`config.mk`:
```
export PLATFORM = sky130hd
export DESIGN_NAME = slave_port_arbiter
export DESIGN_NICKNAME = d
export VERILOG_FILES = /design/src/rtl/crossbar_pkg.sv /design/src/rtl/slave_port_arbiter_rr_pick.sv /design/src/rtl/slave_port_arbiter.sv
export SDC_FILE = /design/constraint.sdc
export NUM_CORES = 1
export LEC_CHECK = 0
export CAP_MARGIN = 10
export CELL_PAD_IN_SITES_DETAIL_PLACEMENT = 1
export CELL_PAD_IN_SITES_GLOBAL_PLACEMENT = 2
export CORE_UTILIZATION = 33
export CTS_CLUSTER_DIAMETER = 30
export DETAILED_ROUTE_END_ITERATION = 10
export GPL_TIMING_DRIVEN = 1
export PLACE_DENSITY_LB_ADDON = 0.1
export SLEW_MARGIN = 5
export SYNTH_ARGS = -nofsm -noshare
export SYNTH_HDL_FRONTEND = slang
export SYNTH_SLANG_ARGS = --single-unit
```
`constraint.sdc`:
```
create_clock -name clk -period 20.1 [get_ports clk]
set_input_delay 4.02 -clock clk [delete_from_list [all_inputs] [get_ports clk]]
set_output_delay 4.02 -clock clk [all_outputs]
set_load 0.02 [all_outputs]
```
`src/rtl/crossbar_pkg.sv`:
```
// Shared crossbar types: transaction cell, arbiter FSM states, error pattern.
// Latency/backpressure: none (declarations only).
package crossbar_pkg;

    localparam int DATA_W     = 32;
    localparam int ADDR_MAX_W = 64;

    localparam logic [DATA_W-1:0] ERR_PATTERN = 32'hDEADBEEF;

    // Address field is sized for the widest slave; users zero-extend into it.
    typedef struct packed {
        logic                  valid;
        logic                  cmd;
        logic [ADDR_MAX_W-1:0] addr;
        logic [DATA_W-1:0]     data;
    } xact_cell_t;

    typedef enum logic [1:0] {
        IDLE      = 2'd0,
        WAIT_ACK  = 2'd1,
        WAIT_RESP = 2'd2
    } arb_state_t;

endpackage

```
`src/rtl/slave_port_arbiter_rr_pick.sv`:
```
// rr_pick: combinational round-robin finder, first valid after i_last (i_last checked last).
// Latency: 0 cycles; backpressure: none, pure function of inputs.
module rr_pick #(
    parameter int N = 4
) (
    input  logic [N-1:0]         i_valid,
    input  logic [$clog2(N)-1:0] i_last,
    output logic                 o_found,
    output logic [$clog2(N)-1:0] o_idx
);

    localparam int IW = $clog2(N);

    logic [N-1:0] w_mask;
    logic [N-1:0] w_hi;
    logic [N-1:0] w_sel;

    // Candidates above i_last take priority; otherwise wrap to the lowest valid.
    always_comb begin
        w_mask = '0;
        for (int i = 0; i < N; i++) begin
            w_mask[i] = (i > int'(i_last));
        end
        w_hi    = i_valid & w_mask;
        w_sel   = (|w_hi) ? w_hi : i_valid;
        o_found = |i_valid;
        o_idx   = '0;
        for (int i = N - 1; i >= 0; i--) begin
            if (w_sel[i]) begin
                o_idx = IW'(i);
            end
        end
    end

endmodule

```
`src/rtl/slave_port_arbiter.sv`:
```
// Round-robin share of one slave port among MASTERS one-deep cells; m_req->s_req 2 cycles, slave pulse->m_* 1 cycle.
// Full cell drops new requests (m_busy); optional watchdog under SLAVE_ARB_TIMEOUT_EN.
module slave_port_arbiter
    import crossbar_pkg::*;
#(
    parameter int MASTERS = 4,
    parameter int AW      = 30,
    parameter int TIMEOUT = 64
) (
    input  logic                           clk,
    input  logic                           rst,
    input  logic [MASTERS-1:0]             m_req,
    input  logic [MASTERS-1:0]             m_cmd,
    input  logic [MASTERS-1:0][AW-1:0]     m_addr,
    input  logic [MASTERS-1:0][DATA_W-1:0] m_wdata,
    output logic [MASTERS-1:0]             m_busy,
    output logic [MASTERS-1:0]             m_ack,
    output logic [MASTERS-1:0]             m_resp,
    output logic [MASTERS-1:0]             m_err,
    output logic [MASTERS-1:0][DATA_W-1:0] m_rdata,
    output logic                           s_req,
    output logic                           s_cmd,
    output logic [AW-1:0]                  s_addr,
    output logic [DATA_W-1:0]              s_wdata,
    input  logic                           s_ack,
    input  logic                           s_resp,
    input  logic [DATA_W-1:0]              s_rdata,
    output logic [$clog2(MASTERS)-1:0]     owner
);

    localparam int IW = $clog2(MASTERS);

    if (MASTERS < 2) begin : g_bad_masters
        $error("slave_port_arbiter: MASTERS must be >= 2");
    end
    if (TIMEOUT < 2) begin : g_bad_timeout
        $error("slave_port_arbiter: TIMEOUT must be >= 2");
    end
    if (AW < 1 || AW > ADDR_MAX_W) begin : g_bad_aw
        $error("slave_port_arbiter: AW out of range");
    end

    xact_cell_t                    r_cell [MASTERS];
    arb_state_t                    r_state;
    arb_state_t                    w_state_nxt;
    logic [IW-1:0]                 r_owner;
    logic [IW-1:0]                 r_last;
    logic [IW-1:0]                 w_pick_idx;
    logic                          w_pick_found;
    logic [MASTERS-1:0]            w_cell_vld;
    logic [MASTERS-1:0]            w_unused_addr_hi;
    logic                          w_issue;
    logic                          w_ack_pls;
    logic                          w_done;
    logic                          w_tmo;
    logic                          w_expired;
    logic                          r_s_req;
    logic                          r_s_cmd;
    logic [AW-1:0]                 r_s_addr;
    logic [DATA_W-1:0]             r_s_wdata;
    logic [MASTERS-1:0]            r_m_ack;
    logic [MASTERS-1:0]            r_m_resp;
    logic [MASTERS-1:0][DATA_W-1:0] r_m_rdata;

    always_comb begin
        w_cell_vld       = '0;
        w_unused_addr_hi = '0;
        for (int i = 0; i < MASTERS; i++) begin
            w_cell_vld[i]       = r_cell[i].valid;
            w_unused_addr_hi[i] = |(r_cell[i].addr >> AW);
        end
    end

    rr_pick #(
        .N (MASTERS)
    ) u_rr_pick (
        .i_valid (w_cell_vld),
        .i_last  (r_last),
        .o_found (w_pick_found),
        .o_idx   (w_pick_idx)
    );

    always_ff @(posedge clk) begin
        if (!rst) begin
            r_state <= IDLE;
        end else begin
            r_state <= w_state_nxt;
        end
    end

    // A slave pulse arriving together with watchdog expiry takes precedence.
    always_comb begin
        w_state_nxt = r_state;
        w_issue     = 1'b0;
        w_ack_pls   = 1'b0;
        w_done      = 1'b0;
        w_tmo       = 1'b0;
        case (r_state)
            IDLE: begin
                if (w_pick_found) begin
                    w_issue     = 1'b1;
                    w_state_nxt = WAIT_ACK;
                end
            end
            WAIT_ACK: begin
                if (s_ack) begin
                    w_ack_pls = 1'b1;
                    if (s_resp) begin
                        w_done      = 1'b1;
                        w_state_nxt = IDLE;
                    end else begin
                        w_state_nxt = WAIT_RESP;
                    end
                end else if (w_expired) begin
                    w_ack_pls   = 1'b1;
                    w_tmo       = 1'b1;
                    w_state_nxt = IDLE;
                end
            end
            WAIT_RESP: begin
                if (s_resp) begin
                    w_done      = 1'b1;
                    w_state_nxt = IDLE;
                end else if (w_expired) begin
                    w_tmo       = 1'b1;
                    w_state_nxt = IDLE;
                end
            end
            default: w_state_nxt = IDLE;
        endcase
    end

    always_ff @(posedge clk) begin
        for (int i = 0; i < MASTERS; i++) begin
            if (!rst) begin
                r_cell[i] <= '0;
            end else if (w_issue && (w_pick_idx == IW'(i))) begin
                r_cell[i].valid <= 1'b0;
            end else if (m_req[i] && !r_cell[i].valid) begin
                r_cell[i].valid <= 1'b1;
                r_cell[i].cmd   <= m_cmd[i];
                r_cell[i].addr  <= ADDR_MAX_W'(m_addr[i]);
                r_cell[i].data  <= m_wdata[i];
            end
        end
    end

    always_ff @(posedge clk) begin
        if (!rst) begin
            r_s_req   <= 1'b0;
            r_s_cmd   <= 1'b0;
            r_s_addr  <= '0;
            r_s_wdata <= '0;
            r_owner   <= '0;
            r_last    <= IW'(MASTERS - 1);
            r_m_ack   <= '0;
            r_m_resp  <= '0;
            r_m_rdata <= '0;
        end else begin
            r_s_req  <= w_issue;
            r_m_ack  <= '0;
            r_m_resp <= '0;
            if (w_issue) begin
                r_s_cmd   <= r_cell[w_pick_idx].cmd;
                r_s_addr  <= r_cell[w_pick_idx].addr[AW-1:0];
                r_s_wdata <= r_cell[w_pick_idx].data;
                r_owner   <= w_pick_idx;
            end
            if (w_ack_pls) begin
                r_m_ack[r_owner] <= 1'b1;
            end
            if (w_done || w_tmo) begin
                r_m_resp[r_owner]  <= 1'b1;
                r_m_rdata[r_owner] <= w_done ? s_rdata : ERR_PATTERN;
                r_last             <= r_owner;
            end
        end
    end

`ifdef SLAVE_ARB_TIMEOUT_EN
    localparam int CW = $clog2(TIMEOUT);

    logic [CW-1:0]      r_wdog;
    logic [MASTERS-1:0] r_m_err;

    assign w_expired = (r_wdog == CW'(TIMEOUT - 1));

    // Restarts on every state change, i.e. on entry to each wait state.
    always_ff @(posedge clk) begin
        if (!rst) begin
            r_wdog <= '0;
        end else if ((w_state_nxt != r_state) || (r_state == IDLE)) begin
            r_wdog <= '0;
        end else begin
            r_wdog <= r_wdog + 1'b1;
        end
    end

    always_ff @(posedge clk) begin
        if (!rst) begin
            r_m_err <= '0;
        end else begin
            r_m_err <= '0;
            if (w_tmo) begin
                r_m_err[r_owner] <= 1'b1;
            end
        end
    end

    assign m_err = r_m_err;
`else
    assign w_expired = 1'b0;
    assign m_err     = '0;
`endif

    assign m_busy  = w_cell_vld;
    assign m_ack   = r_m_ack;
    assign m_resp  = r_m_resp;
    assign m_rdata = r_m_rdata;
    assign s_req   = r_s_req;
    assign s_cmd   = r_s_cmd;
    assign s_addr  = r_s_addr;
    assign s_wdata = r_s_wdata;
    assign owner   = r_owner;

endmodule

```
==> key figures <==
Clock network
  – Clk slew on worst S/H paths: 40 ps
  – Post-CTS Setup Bufs: 0
  – H-tree depth: 3
  – CTS Sinks: 462
  – Clk_lat worst skew: 650 ps
  – # resized after CTS: 0
  – Worst-case clock buffer depth: 3
  – Root Buffer: clkbuf_16
  – Cts hold-fix bufs: 0
  – CTS buffer count: 119
  – CTS tree: built

STA
  – Fin Hold WS: 451.6 ps
  – Fin crit share: 0.3073
  – Fmax: 161.9 MHz
  – Final TNS setup: 0 ps
  – Tmin final: 6176 ps
  – Final setup viols: 0
  – Least-Margin Pin Slew: 1125 ps
  – Slew margin rel.: 0.2498
  – Pins Over Slew Limit: 0
  – Setup Skew: 18.97 ps
  – RSZ-0062 raised after global routing: no
  – Count of final hold-check violations: 0

Critical path
  – Crit end category: flip-flop
  – Startpoint types: input pin
  – Kind of critical path: input pin to flip-flop
  – CP arrival: 6710 ps
  – Worst EP required: 20640 ps
  – Crit-path max FO: 95
  – Flop2flop setup slack: 16340 ps

Power
  – Sequential share of power: 0.315
  – Combinational Power Share: 0.161
  – Static leakage: 10.65 nW
  – P_int: 2.711 mW
  – Switch share: 0.2632
  – Power Dens Cells: 128.2 nW/um^2
  – Psw: 0.9683 mW
  – Power Total: 3.679 mW
  – Power share of the clock group: 0.524
  – Worst IR Drop VDD: 0.07322 mV

Outcome
  – Status: complete, no violations

Placed design
  – Post-detail-place hpwl: 43290 um
  – Placed cell count: 2831
  – Placed cell area: 24550 um^2
  – Port bufs: 497
  – Gpl congestion: 0.7906

Floorplanning
  – IO Pins: 502
  – Chip height: 241.9 um
  – Initial Util: 0.3356
  – Width of the die: 241.9 um
  – DIE AREA: 58540 um^2
  – Row cnt: 87
  – Total core area: 56600 um^2

Yosys
  – Sequential-to-total area share from yosys stat: 0.6217
  – Syn Area/Cell: 11.30 um^2
  – Number of flops mapped to enable cells by yosys: 256
  – Top cells by area, synth: edfxtp_1 (40%), dfxtp_1 (22%), and2_1 (8.5%)
  – Mapped Area: 19000 um^2
  – Most area-hungry cell type in the Yosys netlist: edfxtp_1
  – Top_reg_cell synth: edfxtp_1
  – Yosys reg bits: 462
  – Synth warn: 0
  – Asr flop ratio synth: 0
  – Cells after Synth: 1682
  – Most frequent cells after synthesis: nand2_1 (410), and2_1 (259), edfxtp_1 (256)
  – Area share of the largest cell type after synthesis: 0.4046
  – Most common cell in the netlist: nand2_1
  – Post-synth cell types: 43

Drt
  – DR vias: 14680
  – 1st-pass router iterations: 5
  – Drt initial violations: 524
  – Avg Vias per Cell: 4.789
  – Final ANT Viol Nets: 0
  – Drt wl/cell: 22.14 um
  – WL final: 67890 um
  – Remaining DRCs: 0

Flow run
  – Max-cap violations: 0

Final layout
  – Register area: 11810 um^2
  – Design Area, Final: 28700 um^2
  – Area grow syn2layout: 51.09%
  – # fillers: 5964
  – Multi-input gate area: 6608 um^2
  – Nets: 2491
  – Fraction of layout cells with a size suffix above 1: 0.1151
  – Non-Filler Instances: 3066

GRT
  – Total track usage: 0.2297
  – Antenna violations before repair: 14
  – Gr ovfl total: 0
  – Vias in the first global route: 15810
  – Largest net degree at the start of global routing: 96
  – First-pass GRT wire length: 100800 um

Worst hold path
  – Worst Hold Class: flip-flop to flip-flop
-- cells by family after synthesis --
kind of cell / count (synthesis) / share of synthesized area
AOI/OAI and AO/OA: 243 / 0.1108
other: 1 / 0.0001974
muxes: 69 / 0.03635
and+or+nand+nor: 763 / 0.1916
DFF: 462 / 0.6217
adders and majority gates: 3 / 0.001976
buffers and inverters: 141 / 0.03741
-- area by class of cell --
type	instances	area share
Multi-Input combinational cell	1082	0.2302
Sequential cell	462	0.4115
Tap cell	756	0.03295
Clock buffer	156	0.1154
Timing Repair Buffer	520	0.1794
Antenna cell	8	0.0006974
Inverter	11	0.001438
Clock inverter	71	0.02842
-- state kept, by name, summed over array words and instances (netlist names) --
signal	cells
r_last	2
m_rdata	128
m_resp	4
s_req	1
s_wdata	32
r_cell	256
m_ack	4
r_state	2
owner	2
s_cmd	1
s_addr	30
-- power by group through the flow --
stage	clock network (mW)	logic (mW)	registers [mW]
global placement	0	0.593	1.17
detailed placement	0	0.603	1.17
finish	1.93	0.592	1.16
floorplan	0	0.295	1.21
CTS	1.96	0.606	1.16
global route	2.01	0.638	1.17
-- cell usage in the layout, fill, tap and decap left out, drive strengths merged, types with 33 or more instances in the layout --
master         instances
clkdlybuf4s50        496
nand2                410
and2                 259
edfxtp               256
dfxtp                206
clkbuf               156
a21boi               129
mux2i                 69
clkinv                44
nand3                 42
o221ai                34
nor2                  33
-- stage by stage --
step | worst slack (ps) | util
6_report | 13920 | 0.5071
3_5_place_dp | 13220 | 0.4338
5_1_grt | 13750 | 0.5071
4_1_cts | 13910 | 0.5067
3_3_place_gp | 13280 | 0.4338
2_1_floorplan | 10830 | -
-- worst paths after layout --
kind	depth (start not counted)	from	end
setup / recovery	5	rst	s_addr[20]
hold reg to reg	2	m_rdata[27]	m_rdata[27]
hold / removal	2	m_rdata[27]	m_rdata[27]
setup reg to reg	8	r_cell[1][63]	s_wdata[12]
-- per-layer routing --
metal / track usage / vias up / share of wire
li1: - / 6898 / -
met1: 0.2677 / 7233 / 0.41
met2: 0.3990 / 420 / 0.51
met3: 0.06735 / 121 / 0.061
met4: 0.08246 / 12 / 0.026
met5: 0 / - / 0.0012
-- worst max-delay path, stage by stage --
cell and delay [ps]:
buf_6 340, buf_4 860, and2_1 320, nand2_2 550, o221ai_1 450
(Power assumes the default switching activity.)
